`src/rtl/writeback.sv`:
```
// writeback: FIFO-buffered retirement of ALU results; in_* enqueue, wr_* drive the GPR write port, eflags is the architectural flags register, busy means entries are pending
module writeback #(
  parameter int          DEPTH        = 2,
  parameter logic [31:0] EFLAGS_RESET = 32'h0000_0002
) (
  input  logic        clk,
  input  logic        rst,
  input  logic        in_valid,
  output logic        in_ready,
  input  logic [13:0] in_cntl,
  input  logic [4:0]  in_status,
  input  logic [31:0] in_result,
  input  logic [31:0] in_old,
  input  logic [2:0]  in_dest,
  input  logic [1:0]  in_width,
  input  logic        flush,
  output logic        wr_en,
  output logic [2:0]  wr_idx,
  output logic [31:0] wr_data,
  input  logic        wr_ready,
  output logic [31:0] eflags,
  output logic        busy
);
  localparam int AW = $clog2(DEPTH);
  localparam logic [AW:0] FULL = (AW+1)'(DEPTH);
  logic [31:0]   data_q [DEPTH];
  logic [2:0]    idx_q  [DEPTH];
  logic [8:0]    meta_q [DEPTH];
  logic [AW-1:0] rd_ptr, wr_ptr;
  logic [AW:0]   count;
  logic [8:0]    head;
  logic [31:0]   merged;
  logic          enq, commit;
  logic          unused_cntl;
  assign unused_cntl = ^{in_cntl[10], in_cntl[8:0]};
  always_comb begin
    merged   = in_width == 2'd0 ? {in_old[31:8], in_result[7:0]} :
               in_width == 2'd1 ? {in_old[31:16], in_result[15:0]} : in_result;
    head     = meta_q[rd_ptr];
    busy     = count != '0;
    in_ready = count != FULL;
    wr_en    = busy & ~head[5];
    wr_idx   = idx_q[rd_ptr];
    wr_data  = data_q[rd_ptr];
    enq      = in_valid & in_ready & ~flush;
    commit   = busy & ~flush & (head[5] | wr_ready);
  end
  always_ff @(posedge clk)
    if (enq) begin
      data_q[wr_ptr] <= merged;
      idx_q[wr_ptr]  <= in_dest;
      meta_q[wr_ptr] <= {in_cntl[13], in_cntl[12], in_cntl[11], in_cntl[9], in_status};
    end
  always_ff @(posedge clk or posedge rst)
    if (rst) begin
      count  <= '0;
      rd_ptr <= '0;
      wr_ptr <= '0;
      eflags <= EFLAGS_RESET;
    end else if (flush) begin
      count  <= '0;
      rd_ptr <= '0;
      wr_ptr <= '0;
    end else begin
      count  <= count + (AW+1)'(enq) - (AW+1)'(commit);
      rd_ptr <= rd_ptr + AW'(commit);
      wr_ptr <= wr_ptr + AW'(enq);
      if (commit & ~head[6]) begin
        eflags[0]  <= head[4] & ~head[7];
        eflags[2]  <= head[3];
        eflags[6]  <= head[2];
        eflags[7]  <= head[1];
        eflags[11] <= head[0] & ~head[8];
      end
    end
endmodule
```
`config.mk`:
```
export PLATFORM = sky130hd
export DESIGN_NAME = writeback
export DESIGN_NICKNAME = d
export VERILOG_FILES = /design/src/rtl/writeback.sv
export SDC_FILE = /design/constraint.sdc
export NUM_CORES = 1
export LEC_CHECK = 0
export ABC_CLOCK_PERIOD_IN_PS = 2600
export CORE_ASPECT_RATIO = 1.1
export CORE_MARGIN = 2
export CORE_UTILIZATION = 55
export DETAILED_ROUTE_END_ITERATION = 6
export DONT_BUFFER_PORTS = 1
export MAX_ROUTING_LAYER = met4
export PLACE_DENSITY_LB_ADDON = 0.25
export SYNTH_ARGS = -nofsm -noshare
export SYNTH_HDL_FRONTEND = slang
export SYNTH_SLANG_ARGS = --single-unit
```
`constraint.sdc`:
```
create_clock -name clk -period 2.6 [get_ports clk]
set_input_delay 0.26 -clock clk [delete_from_list [all_inputs] [get_ports clk]]
set_output_delay 0.26 -clock clk [all_outputs]
set_load 0.005 [all_outputs]
```
# Yosys cells after proc, flatten, opt, wreduce, memory -nomap -nowiden

Memories as Yosys holds them, arrays and structs flattened.
Index checks and enable logic that the tools add are counted.

Input bits: 93
Output and inout port bits: 70
Flip-flop bits (word level): 9
RAM bits: 88
Memories kept: 3

Reductions and logical operators: 3
Equal/unequal tests: 2
Add/sub/neg operators: 4
Bitwise gates (word level): 14
Multiplexer cells: 7

Memories:

| memory | words | bits a word | rd ports | clocked after Yosys merged registers in | wr ports | line | RTL |
|---|---|---|---|---|---|---|---|
| data_q | 2     | 32          | 1        | 0                                       | 1        | 26   | `logic [31:0] data_q [DEPTH];` |
| meta_q | 2     | 9           | 1        | 0                                       | 1        | 28   | `logic [8:0] meta_q [DEPTH];` |
| idx_q  | 2     | 3           | 1        | 0                                       | 1        | 27   | `logic [2:0] idx_q [DEPTH];` |

Operators by type and width:

| kind                                                                  | number |
|---|---|
| 32-bit 2-to-1 mux                                                     | 2 |
| 1-bit bitwise AND                                                     | 8 |
| 1-bit inverter                                                        | 5 |
| 1-bit 2-to-1 mux                                                      | 4 |
| 1-bit adder                                                           | 2 |
| 2-bit by 1-bit adder with 2-bit output                                | 1 |
| 2-bit by 1-bit equality test with 1-bit output, second input constant | 1 |
| 2-bit zero test                                                       | 1 |
| 2-bit 2-to-1 mux                                                      | 1 |
| 2-bit != test, second input constant                                  | 1 |
| 2-bit AND reduction                                                   | 1 |
| 2-bit nonzero test                                                    | 1 |
| 2-bit by 1-bit subtractor with 2-bit output                           | 1 |
| 1-bit OR                                                              | 1 |

# Longest topological paths before layout

Depth after elaboration: 6
Mapped depth: 9

# Worst setup path after synthesis

OpenSTA, ideal clock, no wires.

Path kind: reg-to-reg
Start: reg count[0]
End: mem data_q[1][0] (enable)
Stages on the path, launching flop included: 4
Path slack: 0.365 ns
Period minus slack after synthesis: 2.235 ns
Setup time: 0.406 ns
Arrival: 1.829 ns
Path buffers: 0
Cell sequence: dfrtp_1 > nand2b_1 > and3_1 > ha_1

Word-level cells in the longest chain between the ends: 5

Ends and longest elaborated chain:

| element                                | line | RTL |
|---|---|---|
| start: declaration                     | 30   | `logic [AW:0] count;` |
| start signal: assignment               | 65   | `count <= count + (AW+1)'(enq) - (AW+1)'(commit);` |
| 2-bit != test                          | 41   | `in_ready = count != FULL;` |
| named net in_ready                     | 9    | `output logic in_ready,` |
| 1-bit bitwise AND (2 in series)        | 45   | `enq = in_valid & in_ready & ~flush;` |
| 1-bit 2-to-1 mux                       | 49   | `if (enq) begin` |
| 1-bit 2-to-1 mux (implied by the code) | 50   | `data_q[wr_ptr] <= merged;` |
| end: declaration                       | 26   |  |

The timed path passes the listed nets, and every way through them passes these cells.

# Worst setup path after layout

Start: reg rd_ptr
End: reg count[1]

Word-level cells in the longest chain between the ends: 5

Ends and longest elaborated chain:

| element                                     | line | RTL |
|---|---|---|
| start: declaration                          | 29   | `logic [AW-1:0] rd_ptr, wr_ptr;` |
| start signal: assignment                    | 66   | `rd_ptr <= rd_ptr + AW'(commit);` |
| memory 2 x 9 bit                            | -    |  |
| 1-bit OR                                    | 46   | `commit = busy & ~flush & (head[5] \| wr_ready);` |
| 1-bit bitwise AND                           | 46   |  |
| 2-bit by 1-bit subtractor with 2-bit output | 65   |  |
| 2-bit 2-to-1 mux                            | 60   | `end else if (flush) begin` |

No other way between the ends.
A chain may end at the register's enable or synchronous reset.

==> flow_summary.json <==
{
  "grt_pass1_wl_mm": 9.05,
  "antenna_found_initial": 0,
  "clk_latency_ns": 0.35,
  "synthFlopType": "edfxtp_1",
  "cts_tree": "yes",
  "setup_viol": 0,
  "clk_path_buf_depth": 2,
  "yosys.area.top_type_share_pct": 64.0,
  "place_inst": 317,
  "grt_pass1_vias": 1835,
  "drive_gt1_share_pct": 35.1,
  "grt_usage_pct": 15.7,
  "cp.arrival_ns": 2.21,
  "postSynthCellCount": 233,
  "finalWeightedCongestion": 0.758,
  "slew_violations": 0,
  "nNetsFinal": 360,
  "path_cells": "mux2_4 > o21a_1 > ha_1 > inv_1 > ha_1 > xor2_1 > and2_1 > nor3_1",
  "hold_viol": 0,
  "cpMostUsedCell": "ha_1",
  "io_pins": 163,
  "cts_made_buffers": 9,
  "wl_per_cell_um": 17.1,
  "clkTransAtPathRegs_ns": 0.09,
  "layout.cells.non_filler": 355,
  "critPathKind": "reg -> reg",
  "fin_tns_setup_ns": 0,
  "synth_area_sq_um": 4130,
  "die-area_sq_um": 8210,
  "worstRegToRegCells": 8,
  "max_freq_ghz": 0.515,
  "synth_common_cells": "edfxtp_1 (88), mux2_2 (62), buf_4 (27)",
  "start_util_pct": 56.1,
  "hold_buffers": 22,
  "cp-startpoint": "rd_ptr$_DFF_PP0_",
  "power_density_nw_per_um2": 809,
  "dp_hpwl_mm": 3.98,
  "maxCapViolCount": 0,
  "ys_ff_latch": 97,
  "ir_worst_vdd_mv": 0.396,
  "antenna_cells": 0,
  "yosysMostFrequentCell": "edfxtp_1",
  "placementRows": 33,
  "core-area_sq_um": 7350,
  "finClkSkew_ns": 0.00927,
  "syn_avg_cell_area_sq_um": 17.7,
  "post_cts_resized": 0,
  "netlist_top_cells_area": "edfxtp_1 (64%), mux2_2 (17%), dfrtp_1 (5.5%)",
  "regToRegSetupSlack_ns": 0.66,
  "die_h_um": 94.8,
  "drt_iter0_markers": 78,
  "cp.required_ns": 2.87,
  "r2r-start": "rd_ptr$_DFF_PP0_",
  "status": "complete, no violations",
  "rsz0062_at_grt": "no",
  "critPathLaunchType": "flip-flop",
  "fillers": 532,
  "post-cts-setup-buffers": 0,
  "first_pass_iters": 4,
  "yosysTopAreaCell": "edfxtp_1",
  "wirelength_mm": 6.06,
  "die_w_um": 86.6,
  "vias_per_cell": 5.40,
  "ys_types": 26,
  "cpPeakStageDelay_ns": 0.42,
  "cts_root_buffer": "clkbuf_8",
  "postRouteAntennaNets": 0,
  "endpoint": "count[1]$_DFF_PP0_",
  "area_growth_syn_to_layout_pct": 10.2,
  "worst_pin_slew_ns": 0.595,
  "port_buffers": 0,
  "hp-class": "in -> reg",
  "drc": 0,
  "grt_max_degree": 46,
  "min_period_over_period_pct": 74.7,
  "rr_endpoint": "count[1]$_DFF_PP0_",
  "overflow": 0,
  "synth-edff-count": 88,
  "p_leak_nw": 1.61,
  "critPathCaptureType": "flip-flop",
  "async_flop_share_pct": 9.28,
  "min_period_ns": 1.94,
  "ys_warn_count": 27,
  "cts-htree-levels": 3,
  "crit_slowest_cell": "dfrtp_2",
  "seq_area_frac_synth_pct": 69.5,
  "vias": 1918,
  "cp_max_fo": 3,
  "cts_num_sinks": 97,
  "max_slew_margin_pct": 60.3
}
[power by group]
group / internal [mW] / switching [mW] / leakage (nW)
registers: 1.89 / 0.0701 / 0.921
clock network: 0.452 / 0.499 / 0.0906
logic: 0.391 / 0.381 / 0.601
total: 2.73 / 0.950 / 1.61
[worst min path at each step]
stage                     startpoint                 end  slack (ns)  cells past startpoint
after floorplan                  rst  count[0]$_DFF_PP0_        0.09                      1
after global placement           rst    wr_ptr$_DFF_PP0_        0.16                      1
after detailed placement         rst  count[1]$_DFF_PP0_        0.16                      1
after CTS                      flush    rd_ptr$_DFF_PP0_        0.08                      3
after global routing           flush    rd_ptr$_DFF_PP0_        0.10                      3
final                          flush    rd_ptr$_DFF_PP0_        0.10                      3
[critical path, delay by kind of cell (launching register included)]
kind            cells  cell delay [ns]
fa+ha+maj           2             0.45
flops               1             0.42
mux                 1             0.32
simple gates        2             0.27
compound gates      1             0.20
xor+xnor            1             0.16
buf+inv             1             0.04
[placed cells by master (no fill, tap or decap)]
cell,Yosys,layout
and2_1,1,1
and3_1,1,1
buf_4,27,5
bufinv_16,0,1
clkbuf_1,1,2
clkbuf_8,0,9
clkinvlp_4,0,2
conb_1,1,27
dfrtp_1,9,8
dfrtp_2,0,1
dlygate4sd3_1,0,22
edfxtp_1,88,88
ha_1,4,2
ha_2,0,2
inv_1,7,7
inv_2,1,1
inv_6,0,2
mux2_2,62,62
mux2_4,6,6
mux2i_1,2,2
nand2_1,3,3
nand2b_1,1,1
nor2_1,4,4
nor2_2,1,1
nor2b_1,1,1
nor3_1,1,1
o211a_4,1,1
o21a_1,1,1
o21ba_2,1,1
o32ai_1,2,2
xor2_1,1,1
[cell type report]
cell class / instances / area (sq um) / area share, %
sequential: 97 / 2870 / 63.1
timing repair buffer: 27 / 258 / 5.67
clock inverter: 5 / 62.6 / 1.38
inverter: 8 / 30.0 / 0.660
multi-input combinational: 120 / 1090 / 23.9
tap: 87 / 109 / 2.39
clock buffer: 11 / 131 / 2.89
[per-layer routing]
layer  part of all wire [%]  vias to the layer above  GRT usage (%)
met4                    2.4                        0           8.98
met1                     41                      938           18.7
met2                     48                       99           23.6
li1                       -                      869              -
met3                    8.3                       12           4.81
met5                      0                        -              -
[through the flow]
stage,hold WS (ns),power (mW),util (%),setup WS [ns],cell area (sq um)
final,0.102,3.68,61.9,0.659,4550
after global routing,0.105,3.86,61.9,0.495,4550
after CTS,0.0800,3.73,61.9,0.615,4550
after detailed placement,0.156,2.76,56.2,0.661,4130
after global placement,0.155,2.74,56.2,0.683,4130
after floorplan,0.0879,2.65,-,0.365,4220
[cell families (layout without fill, tap and decap cells)]
group / after synthesis / after routing / share of synthesized area, %
DFF: 97 / 97 / 69.5
muxes: 70 / 70 / 19.6
buffers and inverters: 42 / 51 / 6.61
and+or+nand+nor: 13 / 13 / 1.52
AOI/OAI and AO/OA: 5 / 5 / 1.27
adders and majority gates: 4 / 4 / 1.21
other: 1 / 27 / 0.0909
xor gates and xnor gates: 1 / 1 / 0.212
[flip-flops by register name (all words and copies together) (netlist names)]
register,flops
wr_ptr,1
eflags,5
idx_q,6
count,2
meta_q,18
rd_ptr,1
data_q,64
Note: power is estimated with default switching activity, not from simulation.
